**src/rtl/lsu_axil_master.sv**
```systemverilog
// AXI4-Lite initiator: one core load/store request -> one AR/R or AW/W/B transaction -> one response pulse.
// Optional build macro MISALIGN_CHECK_EN rejects misaligned half/word requests locally without touching the bus.
`timescale 1ns/1ps
module lsu_axil_master #(
  parameter int ADDR_W = 32,
  parameter int DATA_W = 32
) (
  input  logic                  clk,
  input  logic                  rst,
  input  logic                  req_valid,
  output logic                  req_ready,
  input  logic                  req_wen,
  input  logic [1:0]            req_size,
  input  logic [ADDR_W-1:0]     req_addr,
  input  logic [DATA_W-1:0]     req_wdata,
  input  logic [3:0]            req_wmask,
  output logic                  rsp_valid,
  output logic [DATA_W-1:0]     rsp_rdata,
  output logic                  rsp_err,
  output logic                  ARVALID,
  input  logic                  ARREADY,
  output logic [ADDR_W-1:0]     ARADDR,
  input  logic                  RVALID,
  output logic                  RREADY,
  input  logic [DATA_W-1:0]     RDATA,
  input  logic [1:0]            RRESP,
  output logic                  AWVALID,
  input  logic                  AWREADY,
  output logic [ADDR_W-1:0]     AWADDR,
  output logic                  WVALID,
  input  logic                  WREADY,
  output logic [DATA_W-1:0]     WDATA,
  output logic [DATA_W/8-1:0]   WSTRB,
  input  logic                  BVALID,
  output logic                  BREADY,
  input  logic [1:0]            BRESP
);

  typedef enum logic [2:0] {
    S_IDLE,
    S_AR,
    S_R,
    S_WR,
    S_B,
    S_RESP
  } state_t;

  state_t              state_q, state_d;
  logic [ADDR_W-1:0]   addr_q, addr_d;
  logic [DATA_W-1:0]   wdata_q, wdata_d;
  logic [3:0]          wmask_q, wmask_d;
  logic [DATA_W-1:0]   rdata_q, rdata_d;
  logic                err_q, err_d;
  logic                aw_done_q, aw_done_d;
  logic                w_done_q, w_done_d;

  // req_size only matters when local alignment checking is built in.
  logic unused_req_size;
  assign unused_req_size = ^req_size;

`ifdef MISALIGN_CHECK_EN
  logic misaligned;
  always_comb begin
    misaligned = 1'b0;
    if (req_size == 2'd1) begin
      misaligned = req_addr[0];
    end else if (req_size != 2'd0) begin
      misaligned = (req_addr[1:0] != 2'b00);
    end
  end
`endif

  always_comb begin
    state_d   = state_q;
    addr_d    = addr_q;
    wdata_d   = wdata_q;
    wmask_d   = wmask_q;
    rdata_d   = rdata_q;
    err_d     = err_q;
    aw_done_d = aw_done_q;
    w_done_d  = w_done_q;
    case (state_q)
      S_IDLE: begin
        if (req_valid) begin
          addr_d    = req_addr;
          wdata_d   = req_wdata;
          wmask_d   = req_wmask;
          rdata_d   = '0;
          err_d     = 1'b0;
          aw_done_d = 1'b0;
          w_done_d  = 1'b0;
          state_d   = req_wen ? S_WR : S_AR;
`ifdef MISALIGN_CHECK_EN
          if (misaligned) begin
            err_d   = 1'b1;
            state_d = S_RESP;
          end
`endif
        end
      end
      S_AR: begin
        if (ARREADY) begin
          state_d = S_R;
        end
      end
      S_R: begin
        if (RVALID) begin
          err_d   = (RRESP != 2'b00);
          rdata_d = (RRESP == 2'b00) ? RDATA : '0;
          state_d = S_RESP;
        end
      end
      S_WR: begin
        // A channel already done ignores its READY; each VALID drops once its own beat is taken.
        aw_done_d = aw_done_q | AWREADY;
        w_done_d  = w_done_q | WREADY;
        if (aw_done_d && w_done_d) begin
          aw_done_d = 1'b0;
          w_done_d  = 1'b0;
          state_d   = S_B;
        end
      end
      S_B: begin
        if (BVALID) begin
          err_d   = (BRESP != 2'b00);
          state_d = S_RESP;
        end
      end
      S_RESP: begin
        state_d = S_IDLE;
      end
      default: begin
        state_d = S_IDLE;
      end
    endcase
  end

  always_ff @(posedge clk) begin
    if (rst) begin
      state_q   <= S_IDLE;
      addr_q    <= '0;
      wdata_q   <= '0;
      wmask_q   <= '0;
      rdata_q   <= '0;
      err_q     <= 1'b0;
      aw_done_q <= 1'b0;
      w_done_q  <= 1'b0;
    end else begin
      state_q   <= state_d;
      addr_q    <= addr_d;
      wdata_q   <= wdata_d;
      wmask_q   <= wmask_d;
      rdata_q   <= rdata_d;
      err_q     <= err_d;
      aw_done_q <= aw_done_d;
      w_done_q  <= w_done_d;
    end
  end

  // Every bus-facing output decodes registered state only.
  assign req_ready = (state_q == S_IDLE) && !rst;
  assign ARVALID   = (state_q == S_AR);
  assign ARADDR    = addr_q;
  assign RREADY    = (state_q == S_R);
  assign AWVALID   = (state_q == S_WR) && !aw_done_q;
  assign AWADDR    = addr_q;
  assign WVALID    = (state_q == S_WR) && !w_done_q;
  assign WDATA     = wdata_q;
  assign WSTRB     = wmask_q;
  assign BREADY    = (state_q == S_B);
  assign rsp_valid = (state_q == S_RESP);
  assign rsp_rdata = rdata_q;
  assign rsp_err   = err_q;

endmodule

```
**config.mk**
```make
export PLATFORM = sky130hd
export DESIGN_NAME = lsu_axil_master
export DESIGN_NICKNAME = d
export VERILOG_FILES = /design/src/rtl/lsu_axil_master.sv
export SDC_FILE = /design/constraint.sdc
export NUM_CORES = 1
export LEC_CHECK = 0
export CORE_ASPECT_RATIO = 0.9
export CORE_MARGIN = 10
export CORE_UTILIZATION = 34
export DETAILED_ROUTE_END_ITERATION = 7
export PLACE_DENSITY = 0.74
export SLEW_MARGIN = 25
export SYNTH_ARGS = -nofsm -noshare
export SYNTH_HDL_FRONTEND = slang
export SYNTH_SLANG_ARGS = --single-unit
export TNS_END_PERCENT = 10
```
**constraint.sdc**
```tcl
create_clock -name clk -period 1.6 [get_ports clk]
set_clock_uncertainty 0.05 [all_clocks]
set_input_delay 0.48 -clock clk [delete_from_list [all_inputs] [get_ports clk]]
set_output_delay 0.48 -clock clk [all_outputs]
set_load 0.01 [all_outputs]
```
==> impl_metrics.env <==
export IMPL_fillCellCount=1118
export IMPL_die_area_um2=17700
export IMPL_postRouteAntennaNets=0
export IMPL_violations="setup timing"
export IMPL_finalSetupViolations=51
export IMPL_avgSynthCellArea_um2=8.70
export IMPL_track_usage=0.156
export IMPL_ios=255
export IMPL_row_count=39
export IMPL_timing_fmax_mhz=582
export IMPL_dpl_cell_count=873
export IMPL_status="finished, violations left"
export IMPL_synth_edf_count=0
export IMPL_post_route_min_period_ns=1.72
export IMPL_cts_tree="yes"
export IMPL_hold_viol=0
export IMPL_maxCapViolCount=0
export IMPL_yosysTopAreaCell="dfxtp_1"
export IMPL_areaGrowthSynthToFinish_pct=70.4
export IMPL_synthCells=498
export IMPL_grt_max_degree=55
export IMPL_clock_sinks=106
export IMPL_ys_top_cells_by_count="nand2_1 (139), dfxtp_1 (106), a21oi_1 (72)"
export IMPL_synth_area_top_cells="dfxtp_1 (49%), nand2_1 (12%), a22oi_2 (8.7%)"
export IMPL_r2r_start="state_q[1]"
export IMPL_max_slew_margin=0.465
export IMPL_setup_slack_ns=-0.119
export IMPL_dp_worst_setup_slack_ns=-0.437
export IMPL_slowest_stage="dfxtp_4"
export IMPL_synth_seq_cells=106
export IMPL_ir_worst_vdd_mv=0.635
export IMPL_grt_util_met3=0.0719
export IMPL_arrival_ns=1.19
export IMPL_p_leak_nw=3.26
export IMPL_reg2reg_slack_ns=-0.07
export IMPL_viasPerCell=4.70
export IMPL_cp_max_fo=6
export IMPL_drt_iter0_drc=185
export IMPL_htreeDepth=3
export IMPL_syn_area_um2=4330
export IMPL_overflow=0
export IMPL_multi_input_area_um2=1960
export IMPL_power_per_cell_area_nw_per_um2=1300
export IMPL_wl_um=15400
export IMPL_numCtsBuffers=9
export IMPL_hold_path_class="flop to flop"
export IMPL_dr_total_vias=4223
export IMPL_period_share=1.07
export IMPL_worstHoldPathCells=2
export IMPL_drive_gt1_frac=0.228
export IMPL_worst_pin_slew_ns=0.802
export IMPL_yosysMostFrequentCell="nand2_1"
export IMPL_drv_slew=0
export IMPL_use_met2=0.273
export IMPL_grtUsageMet1=0.172
export IMPL_initial_utilization=0.344
export IMPL_crit_buf_inv=2
export IMPL_timing_rr_end="rsp_rdata[20]"
export IMPL_core_area_um2=12600
export IMPL_yosys_warnings=0
export IMPL_crit_path_max_incr_delay_ns=0.43
export IMPL_regArea_um2=2130
export IMPL_yosysSeqAreaShare=0.490
export IMPL_busiest_layer="met2"
export IMPL_dpl_hpwl_um=11500
export IMPL_yosysTopAreaCellShare=0.490
export IMPL_synth_cell_types=36
export IMPL_dieHeight_um=127
export IMPL_cp_cell_sequence="buf_6, nand2b_4, nor2_2, buf_2"
export IMPL_fin_util=0.586
export IMPL_fin_cells=898
export IMPL_cts_clk_slew_worst_paths_ns=0.07
export IMPL_cts_root_buf="clkbuf_16"
export IMPL_grt_pass1_wl_um=22800
export IMPL_hold_path_startpoint="WDATA[24]"
export IMPL_critPathTopFamily="flip-flops"
export IMPL_synth_nets=613
export IMPL_rsz0062_at_grt="yes"
export IMPL_hold_path_endpoint="WDATA[24]"
export IMPL_drc=0
export IMPL_antenna_found_initial=0
export IMPL_dieWidth_um=139
export IMPL_dr_pass1_iters=4
export IMPL_drt_wirelength_per_cell_um=17.2
export IMPL_critPathCaptureType="output pin"
export IMPL_nets=846
export IMPL_crit_type="flop to output pin"
export IMPL_diodes=0
export IMPL_synth_ff_type="dfxtp_1"
export IMPL_worstPathRequired_ns=1.07
export IMPL_port_buffers=252
export IMPL_grt_pass1_vias=4259
export IMPL_rr_worst_depth=7
export IMPL_gp_congestion=0.764
export IMPL_async_flop_share=0
export IMPL_cts_buffer_depth=2
export IMPL_hold_slack_ns=0.405
export IMPL_clkLatencyLatePin_ns=0.33
export IMPL_critPathLaunchType="flop"
export IMPL_ctsHoldBuffers=0
flip-flops by register name, indices dropped and copies added, names as in the netlist:
signal     cells
w_done_q       1
state_q        3
rsp_rdata     32
aw_done_q      1
ARADDR        32
WDATA         32
rsp_err        1
WSTRB          4
how the worst max path moves through the flow:
stage | slack, ns | endpoint | cells past startpoint | startpoint
after floorplan | 0.007 | rsp_rdata[10] | 4 | rst
final | -0.12 | BREADY | 4 | state_q[2]
after detailed placement | -0.44 | rsp_rdata[0] | 6 | req_valid
after global routing | -0.18 | BREADY | 4 | state_q[1]
after global placement | -0.41 | rsp_rdata[0] | 6 | req_valid
after CTS | -0.16 | RREADY | 3 | state_q[0]
cell type report:
| class | count | share of cell area |
|---|---|---|
| inverters | 2 | 0.00102 |
| flip-flops and latches | 106 | 0.289 |
| multi-input cells | 321 | 0.265 |
| repair buffers | 291 | 0.376 |
| clock buffers | 9 | 0.0305 |
| clock inverters | 5 | 0.0110 |
| well taps | 164 | 0.0278 |
where the power goes:
group / internal, W / switching [W] / total (W)
registers: 0.00304 / 0.000267 / 0.00331
logic: 0.00188 / 0.00209 / 0.00398
clock network: 0.00135 / 0.000954 / 0.00231
routing by layer:
metal,part of all wire,up-vias
met2,0.51,171
met5,0,-
li1,-,2078
met3,0.087,8
met1,0.40,1966
met4,0.0062,0
kinds of logic (layout without fill, tap and decap cells):
kind of cell    after synthesis  in the layout  share of synthesized area
mux                           1              1                    0.00231
buf+inv                      71            307                      0.105
simple gates                202            202                      0.207
compound gates              118            118                      0.195
flops                       106            106                      0.490
cells in the final DEF (no fill, tap or decap), types with 6 or more instances in the layout:
| master | n |
|---|---|
| a21oi_1 | 53 |
| a21oi_2 | 19 |
| a22oi_2 | 31 |
| buf_12 | 6 |
| buf_4 | 25 |
| buf_6 | 7 |
| clkbuf_16 | 11 |
| clkdlybuf4s50_1 | 110 |
| dfxtp_1 | 103 |
| dlygate4sd2_1 | 129 |
| nand2_1 | 138 |
| nor2_1 | 6 |
| nor2_2 | 34 |
tightest hold or removal path: stages (launching register included):
cell	delay, ns
dfxtp_1	0.31
nand2_1	0.05
a21oi_1	0.05
stage by stage:
step,area (um^2),power [W],TNS (ns)
after floorplan,4340,0.00531,0
after global placement,6910,0.00718,-32.55
after detailed placement,6910,0.00728,-35.40
after CTS,7140,0.00943,-3.99
after global routing,7380,0.0101,-8.26
final,7380,0.00959,-2.46
timing repair:
item	in CTS	in global routing
setup buffers	4	4
setup endpoints to repair	177	116
gates cloned	0	3
gates resized for setup	188	40
pin swaps	2	3
Note: power is estimated with default switching activity, not from simulation.
